$ cat src/rtl/palette_loader_if.sv
`default_nettype none
// ============================================================================
//  Module   : palette_loader_if
//  Brief    : Avalon-MM byte-wide memory port used by the palette loader.
//  Revision : 1.0 - initial release
// ============================================================================
interface palette_loader_if;
    logic [31:0] mem_address;
    logic        mem_read;
    logic        mem_waitrequest;
    logic [7:0]  mem_readdata;
    logic        mem_write;
    logic [7:0]  mem_writedata;

    modport master (
        output mem_address,
        output mem_read,
        output mem_write,
        output mem_writedata,
        input  mem_waitrequest,
        input  mem_readdata
    );

    modport slave (
        input  mem_address,
        input  mem_read,
        input  mem_write,
        input  mem_writedata,
        output mem_waitrequest,
        output mem_readdata
    );
endinterface
`default_nettype wire

$ cat src/rtl/palette_loader.sv
`default_nettype none
// ============================================================================
//  Module   : palette_loader
//  Brief    : Fetches one PLAYPAL palette over Avalon-MM, stores it as RGB565
//             in a local RAM and serves a 1-cycle index lookup port.
//  Revision : 1.0 - initial release
// ============================================================================
module palette_loader #(
    parameter int NUM_ENTRIES    = 256,
    parameter int NUM_PALETTES   = 14,
    parameter int BASE_PARAM_IDX = 0,
    parameter int SEL_PARAM_IDX  = 1
) (
    input  logic             clk,
    input  logic             reset_n,
    input  logic             start,
    output logic             processing,
    input  logic [7:0][31:0] hps_params,
    palette_loader_if.master mem,
    input  logic [7:0]       lookup_index,
    output logic [15:0]      lookup_rgb565,
    output logic             pal_valid,
    output logic             pal_error,
    output logic [6:0]       debug_seg_export
);

    typedef enum logic [2:0] {
        S_IDLE  = 3'b001,
        S_FETCH = 3'b010,
        S_DONE  = 3'b100
    } state_t;

    localparam int                 c_ENT_W     = (NUM_ENTRIES > 1) ? $clog2(NUM_ENTRIES) : 1;
    localparam logic [c_ENT_W-1:0] c_LAST_ENT  = c_ENT_W'(NUM_ENTRIES - 1);
    localparam logic [31:0]        c_PAL_BYTES = 32'(3 * NUM_ENTRIES);
    localparam logic [31:0]        c_NUM_PAL   = 32'(NUM_PALETTES);

    state_t             r_state;
    state_t             w_state_nxt;
    logic [31:0]        r_addr;
    logic [c_ENT_W-1:0] r_ent_cnt;
    logic [1:0]         r_comp_cnt;
    logic [7:0]         r_red;
    logic [7:0]         r_grn;
    logic               r_pal_valid;
    logic               r_pal_error;
    logic [15:0]        r_lookup;
    logic [15:0]        r_ram [NUM_ENTRIES];

    logic [31:0]        w_base;
    logic [3:0]         w_sel;
    logic               w_sel_bad;
    logic               w_accept;
    logic               w_ram_we;
    logic               w_last_byte;
    logic               w_start_load;
    logic               w_reject;
    logic [15:0]        w_ram_wdata;
    logic               w_unused;

    assign w_base      = hps_params[BASE_PARAM_IDX];
    assign w_sel       = hps_params[SEL_PARAM_IDX][3:0];
    assign w_sel_bad   = ({28'd0, w_sel} >= c_NUM_PAL);
    assign w_accept    = (r_state == S_FETCH) && !mem.mem_waitrequest;
    assign w_ram_we    = w_accept && (r_comp_cnt == 2'd2);
    assign w_last_byte = w_ram_we && (r_ent_cnt == c_LAST_ENT);
    // Blue comes straight off the bus so the entry is written on its accept.
    assign w_ram_wdata = {r_red[7:3], r_grn[7:2], mem.mem_readdata[7:3]};

    always_comb begin
        w_state_nxt  = r_state;
        w_start_load = 1'b0;
        w_reject     = 1'b0;
        case (r_state)
            S_IDLE: begin
                if (start) begin
                    if (w_sel_bad) begin
                        w_reject    = 1'b1;
                        w_state_nxt = S_DONE;
                    end else begin
                        w_start_load = 1'b1;
                        w_state_nxt  = S_FETCH;
                    end
                end
            end
            S_FETCH: begin
                // An abort waits for the outstanding read to be accepted.
                if (w_last_byte) begin
                    w_state_nxt = S_DONE;
                end else if (w_accept && !start) begin
                    w_state_nxt = S_IDLE;
                end
            end
            S_DONE: begin
                if (!start) begin
                    w_state_nxt = S_IDLE;
                end
            end
            default: w_state_nxt = S_IDLE;
        endcase
    end

    always_ff @(posedge clk or negedge reset_n) begin
        if (!reset_n) begin
            r_state <= S_IDLE;
        end else begin
            r_state <= w_state_nxt;
        end
    end

    always_ff @(posedge clk or negedge reset_n) begin
        if (!reset_n) begin
            r_addr      <= '0;
            r_ent_cnt   <= '0;
            r_comp_cnt  <= '0;
            r_red       <= '0;
            r_grn       <= '0;
            r_pal_valid <= 1'b0;
            r_pal_error <= 1'b0;
        end else begin
            if (w_start_load) begin
                r_addr      <= w_base + (32'(w_sel) * c_PAL_BYTES);
                r_ent_cnt   <= '0;
                r_comp_cnt  <= '0;
                r_pal_valid <= 1'b0;
                r_pal_error <= 1'b0;
            end
            if (w_reject) begin
                r_pal_error <= 1'b1;
            end
            if (w_accept) begin
                r_addr <= r_addr + 32'd1;
                case (r_comp_cnt)
                    2'd0:    r_red <= mem.mem_readdata;
                    2'd1:    r_grn <= mem.mem_readdata;
                    default: ;
                endcase
                if (r_comp_cnt == 2'd2) begin
                    r_comp_cnt <= '0;
                    r_ent_cnt  <= r_ent_cnt + 1'b1;
                end else begin
                    r_comp_cnt <= r_comp_cnt + 2'd1;
                end
            end
            if (w_last_byte) begin
                r_pal_valid <= 1'b1;
            end
        end
    end

    // Palette storage keeps its contents through reset.
    always_ff @(posedge clk) begin
        if (w_ram_we) begin
            r_ram[r_ent_cnt] <= w_ram_wdata;
        end
    end

    always_ff @(posedge clk or negedge reset_n) begin
        if (!reset_n) begin
            r_lookup <= '0;
        end else begin
            r_lookup <= r_ram[lookup_index];
        end
    end

    assign processing        = (r_state == S_FETCH) || ((r_state == S_IDLE) && start);
    assign mem.mem_read      = (r_state == S_FETCH);
    assign mem.mem_address   = r_addr;
    assign mem.mem_write     = 1'b0;
    assign mem.mem_writedata = 8'd0;
    assign lookup_rgb565     = r_lookup;
    assign pal_valid         = r_pal_valid;
    assign pal_error         = r_pal_error;
    assign debug_seg_export  = {4'd0, r_state};

    assign w_unused = &{1'b0, hps_params};

endmodule
`default_nettype wire

$ cat src/flat_wrapper.sv
// flat-port wrapper written by rule: the top's interface ports become plain ports
module palette_loader_flat 
#(
    parameter int NUM_ENTRIES    = 256,
    parameter int NUM_PALETTES   = 14,
    parameter int BASE_PARAM_IDX = 0,
    parameter int SEL_PARAM_IDX  = 1
)
  (clk, reset_n, start, processing, hps_params, lookup_index, lookup_rgb565, pal_valid, pal_error, debug_seg_export, mem_mem_address, mem_mem_read, mem_mem_write, mem_mem_writedata, mem_mem_waitrequest, mem_mem_readdata);
  palette_loader_if mem_i ();
  input  logic clk;
  input  logic reset_n;
  input  logic start;
  output logic processing;
  input  logic [7:0][31:0] hps_params;
  input  logic [7:0] lookup_index;
  output logic [15:0] lookup_rgb565;
  output logic pal_valid;
  output logic pal_error;
  output logic [6:0] debug_seg_export;
  output wire logic [$bits(mem_i.mem_address)-1:0] mem_mem_address;
  output wire logic [$bits(mem_i.mem_read)-1:0] mem_mem_read;
  output wire logic [$bits(mem_i.mem_write)-1:0] mem_mem_write;
  output wire logic [$bits(mem_i.mem_writedata)-1:0] mem_mem_writedata;
  input wire logic [$bits(mem_i.mem_waitrequest)-1:0] mem_mem_waitrequest;
  input wire logic [$bits(mem_i.mem_readdata)-1:0] mem_mem_readdata;
  assign mem_mem_address = mem_i.mem_address;
  assign mem_mem_read = mem_i.mem_read;
  assign mem_mem_write = mem_i.mem_write;
  assign mem_mem_writedata = mem_i.mem_writedata;
  assign mem_i.mem_waitrequest = mem_mem_waitrequest;
  assign mem_i.mem_readdata = mem_mem_readdata;
  palette_loader #(.NUM_ENTRIES(NUM_ENTRIES), .NUM_PALETTES(NUM_PALETTES), .BASE_PARAM_IDX(BASE_PARAM_IDX), .SEL_PARAM_IDX(SEL_PARAM_IDX)) u_core (.clk(clk), .reset_n(reset_n), .start(start), .processing(processing), .hps_params(hps_params), .mem(mem_i), .lookup_index(lookup_index), .lookup_rgb565(lookup_rgb565), .pal_valid(pal_valid), .pal_error(pal_error), .debug_seg_export(debug_seg_export));
endmodule
$ cat config.mk
export PLATFORM = sky130hd
export DESIGN_NAME = palette_loader_flat
export DESIGN_NICKNAME = d
export VERILOG_FILES = /design/src/rtl/palette_loader_if.sv /design/src/rtl/palette_loader.sv /design/src/flat_wrapper.sv
export SDC_FILE = /design/constraint.sdc
export NUM_CORES = 2
export LEC_CHECK = 0
export BUFFER_PORTS_ARGS = -buffer_cell sky130_fd_sc_hd__buf_4
export CAP_MARGIN = 20
export CORE_MARGIN = 3
export CORE_UTILIZATION = 60
export DETAILED_ROUTE_END_ITERATION = 8
export PLACE_DENSITY_LB_ADDON = 0.2
export SYNTH_ARGS = -nofsm -noshare
export SYNTH_HDL_FRONTEND = slang
export SYNTH_SLANG_ARGS = --single-unit
$ cat constraint.sdc
create_clock -name clk -period 6 [get_ports clk]
set_clock_uncertainty 0.05 [all_clocks]
set_input_delay 0.3 -clock clk [delete_from_list [all_inputs] [get_ports clk]]
set_output_delay 0.3 -clock clk [all_outputs]
set_load 0.02 [all_outputs]
==> flow_summary_export.csv <==
group,metric,value,unit
drt,viasPerCell,6.727,
clocking,cts_tree,"yes",
status,status,"complete, but fails checks",
synth,ys_seq_area_frac,0.7781,
synth,synthTopCellsByArea,"edfxtp_1 (77%), mux4_2 (11%), mux2i_1 (3.4%)",
drt,wirelength,393700,microns
synth,synthCells,7510,
clocking,cts_buffers,407,
synth,syn-cell-area,160500,sq um
synth,synth_edf_count,4096,
synth,async_reset_ff_frac,0.01775,
hold_path,hold_class,"in -> reg",
floorplanning,die_area,273700,sq um
placed_design,dpl.hpwl,223600,microns
power,power.density,357.4,nW/um^2
floorplanning,io_pins,344,
sta,fin_setup_tns,0,ns
drt,detail_route.wl_per_cell,32.93,microns
global_routing,first_global_vias,78900,
floorplanning,rows,189,
sta,timing.slew.headroom,-0.1327,
layout,finalInstanceArea,180900,sq um
layout,final_common_cell,"edfxtp_1",
layout,fillerInstances,16130,
sta,setup_slack,1.396,ns
layout,final_cell_mix,"edfxtp_1 (4096), mux4_2 (816), mux2i_1 (549)",
setup_path,arrival,5.03,ns
global_routing,grt_usage,0.2887,
sta,period_needed,4.604,ns
setup_path,critical-path-slowest-cell,"nor2_2",
clocking,cts_buffer_depth,4,
placed_design,io_buffers,108,
synth,ys.flop_type,"edfxtp_1",
sta,fin_crit_sh,0.7673,
synth,ys_warn_count,0,
power,p_leak,58.70,nW
setup_path,crit_fanout,20,
drt,postRouteAntennaNets,0,
floorplanning,design.core.area,265600,sq um
clocking,cts_sinks,4170,
placed_design,placed_cells,11150,
global_routing,grt-ovfl-total,0,
setup_path,crit_path_start_kind,"register",
layout,drive_gt1_frac,0.2409,
clocking,clk_pin_slew,0.06,ns
setup_path,cp_num_buf_inv,1,
placed_design,placed_area,167300,sq um
clocking,post_cts_buffers,0,
drt,first_pass_iters,8,
synth,netlist.area_leader.share,0.7665,
flow_run,drv_cap,0,
layout,utilization,0.6811,
sta,finalHoldViolCount,0,
sta,finalMaxSlewViolations,108,
global_routing,grt_max_degree,225,
clocking,clk_latency,0.90,ns
global_routing,grt_pass1_wl,566800,microns
synth,syn_avg_cell_area,21.37,sq um
setup_path,cp-end-kind,"register",
sta,rsz0062_at_grt,"false",
setup_path,max_stage_delay,0.83,ns
floorplanning,die_w,523.1,microns
global_routing,antenna_found_initial,7,
layout,syn_to_final_growth,12.72,%
synth,synth-seq-cells,4170,
layout,final_nets,8394,
setup_path,cp.required,6.43,ns
placed_design,pre_cts_ws,1.374,ns
drt,drc,0,
sta,setup_viol,0,
synth,ys_types,76,
setup_path,crit_chain,"or4b_4, nor3b_2, and3_1, nand2_2, buf_4, nor2_2",
power,ir_worst_vdd,0.3345,mV
placed_design,gp_congestion,0.8680,
setup_path,critPathTopFamily,"simple AND/OR/NAND/NOR gates",
floorplanning,initial_utilization,0.6042,
drt,first_iter_violations,11350,
setup_path,path_class,"reg -> reg",
layout,final_cells,11950,
clocking,htree_num_levels,5,
floorplanning,fp.dieH,523.1,microns
sta,fmax,217.2,MHz
status,violations,"slew limit",
synth,synth_top_area_cell,"edfxtp_1",
sta,worstMarginPinSlew,1.699,ns
clocking,clock-root-buffer,"clkbuf_16",
drt,via_count,80410,
==> report_power, final <==
| part | leakage [nW] | internal [mW] | switching, mW |
|---|---|---|---|
| clock | 6.26 | 14.1 | 10.5 |
| sequential | 38.1 | 34.2 | 0.753 |
| combinational | 14.3 | 1.42 | 3.66 |
==> cells in the mapped netlist (9+ instances only) <==
cell type / n
ha_1: 17
inv_1: 9
a22o_1: 90
a22oi_1: 121
a221oi_1: 27
nand4_1: 35
a211oi_1: 25
mux4_2: 816
buf_6: 53
dfrtp_1: 73
nor4_1: 79
and3_1: 14
mux2i_1: 549
and4_1: 9
o22ai_1: 288
mux2_2: 12
a31oi_1: 51
nor3_1: 47
nand3_1: 28
buf_2: 108
o21ai_0: 39
a21oi_1: 55
edfxtp_1: 4096
o211ai_1: 25
nand2_1: 68
clkbuf_1: 181
nor2b_1: 9
xor2_1: 26
nor2_1: 362
buf_4: 75
buf_1: 29
==> flip-flops by register name, summed over array words and instances (netlist names) <==
register / cells
u_core.lookup_rgb565: 16
u_core.mem.mem_address: 32
u_core.pal_error: 1
u_core.pal_valid: 1
u_core.r_comp_cnt: 2
u_core.r_ent_cnt: 8
u_core.r_grn: 6
u_core.r_ram: 4096
u_core.r_red: 5
u_core.r_state: 3
==> cell families after synthesis <==
group | count (synthesis) | synth area share
DFF | 4170 | 0.7781
xor gates and xnor gates | 29 | 0.001583
muxes | 1379 | 0.1498
and+or+nand+nor | 700 | 0.02080
adders and majority gates | 19 | 0.001575
other | 1 | 0.00002337
AOI/OAI and AO/OA | 754 | 0.03224
buffers and inverters | 458 | 0.01594
==> repair_timing <==
action | in CTS | in global routing
hold buffers | 67 | 0
resized for setup | 0 | 0
hold endpoints to repair | 342 | 0
==> area by class of cell <==
class	instances	area (sq um)	area share
Sequential cell	4170	124900	0.6905
Multi-Input combinational cell	2894	33300	0.1841
Clock buffer	514	10940	0.06047
Timing Repair Buffer	617	5466	0.03022
Tap cell	3533	4420	0.02444
Clock inverter	211	1804	0.009975
Inverter	9	33.78	0.0001868
Antenna cell	5	12.51	0.00006918
==> per-layer routing <==
layer  vias to the layer above  wire (microns)  global-route usage
met4                         0           13410             0.09162
met2                      4547          185400              0.4405
li1                      32770               -                   -
met5                         -               0                   0
met3                       635           42530             0.06206
met1                     42460          152300              0.4264
==> final timing paths <==
path                       cells past startpoint                           from                                      to  slack, ns
max                                            6  u_core.r_state[2]$_DFFE_PN0P_          u_core.r_ram[222][1]$_DFFE_PP_       1.40
min                                            5                 hps_params[35]  u_core.mem.mem_address[12]$_DFFE_PN0P_       0.13
max reg2reg                                    6  u_core.r_state[2]$_DFFE_PN0P_          u_core.r_ram[222][1]$_DFFE_PP_       1.40
min reg2reg                                    1   u_core.pal_valid$_DFFE_PN0P_            u_core.pal_valid$_DFFE_PN0P_       0.44
max in group asynchronous                      4                        reset_n             u_core.r_grn[6]$_DFFE_PN0P_       4.48
min in group asynchronous                      4                        reset_n   u_core.mem.mem_address[2]$_DFFE_PN0P_       0.45
==> worst reg2reg max path, delay by kind of cell (launching register included) <==
kind / cells / cell delay (ns)
buffers and inverters: 1 / 0.44
DFF: 1 / 0.47
and+or+nand+nor: 5 / 3.23
==> metrics by stage <==
step	hold slack, ns	power [mW]
floorplan	-0.04559	38.33
global placement	0.1932	40.24
detailed placement	0.1942	40.49
CTS	0.05791	64.82
global route	0.1574	66.35
finish	0.1323	64.64
(Power assumes the default switching activity.)
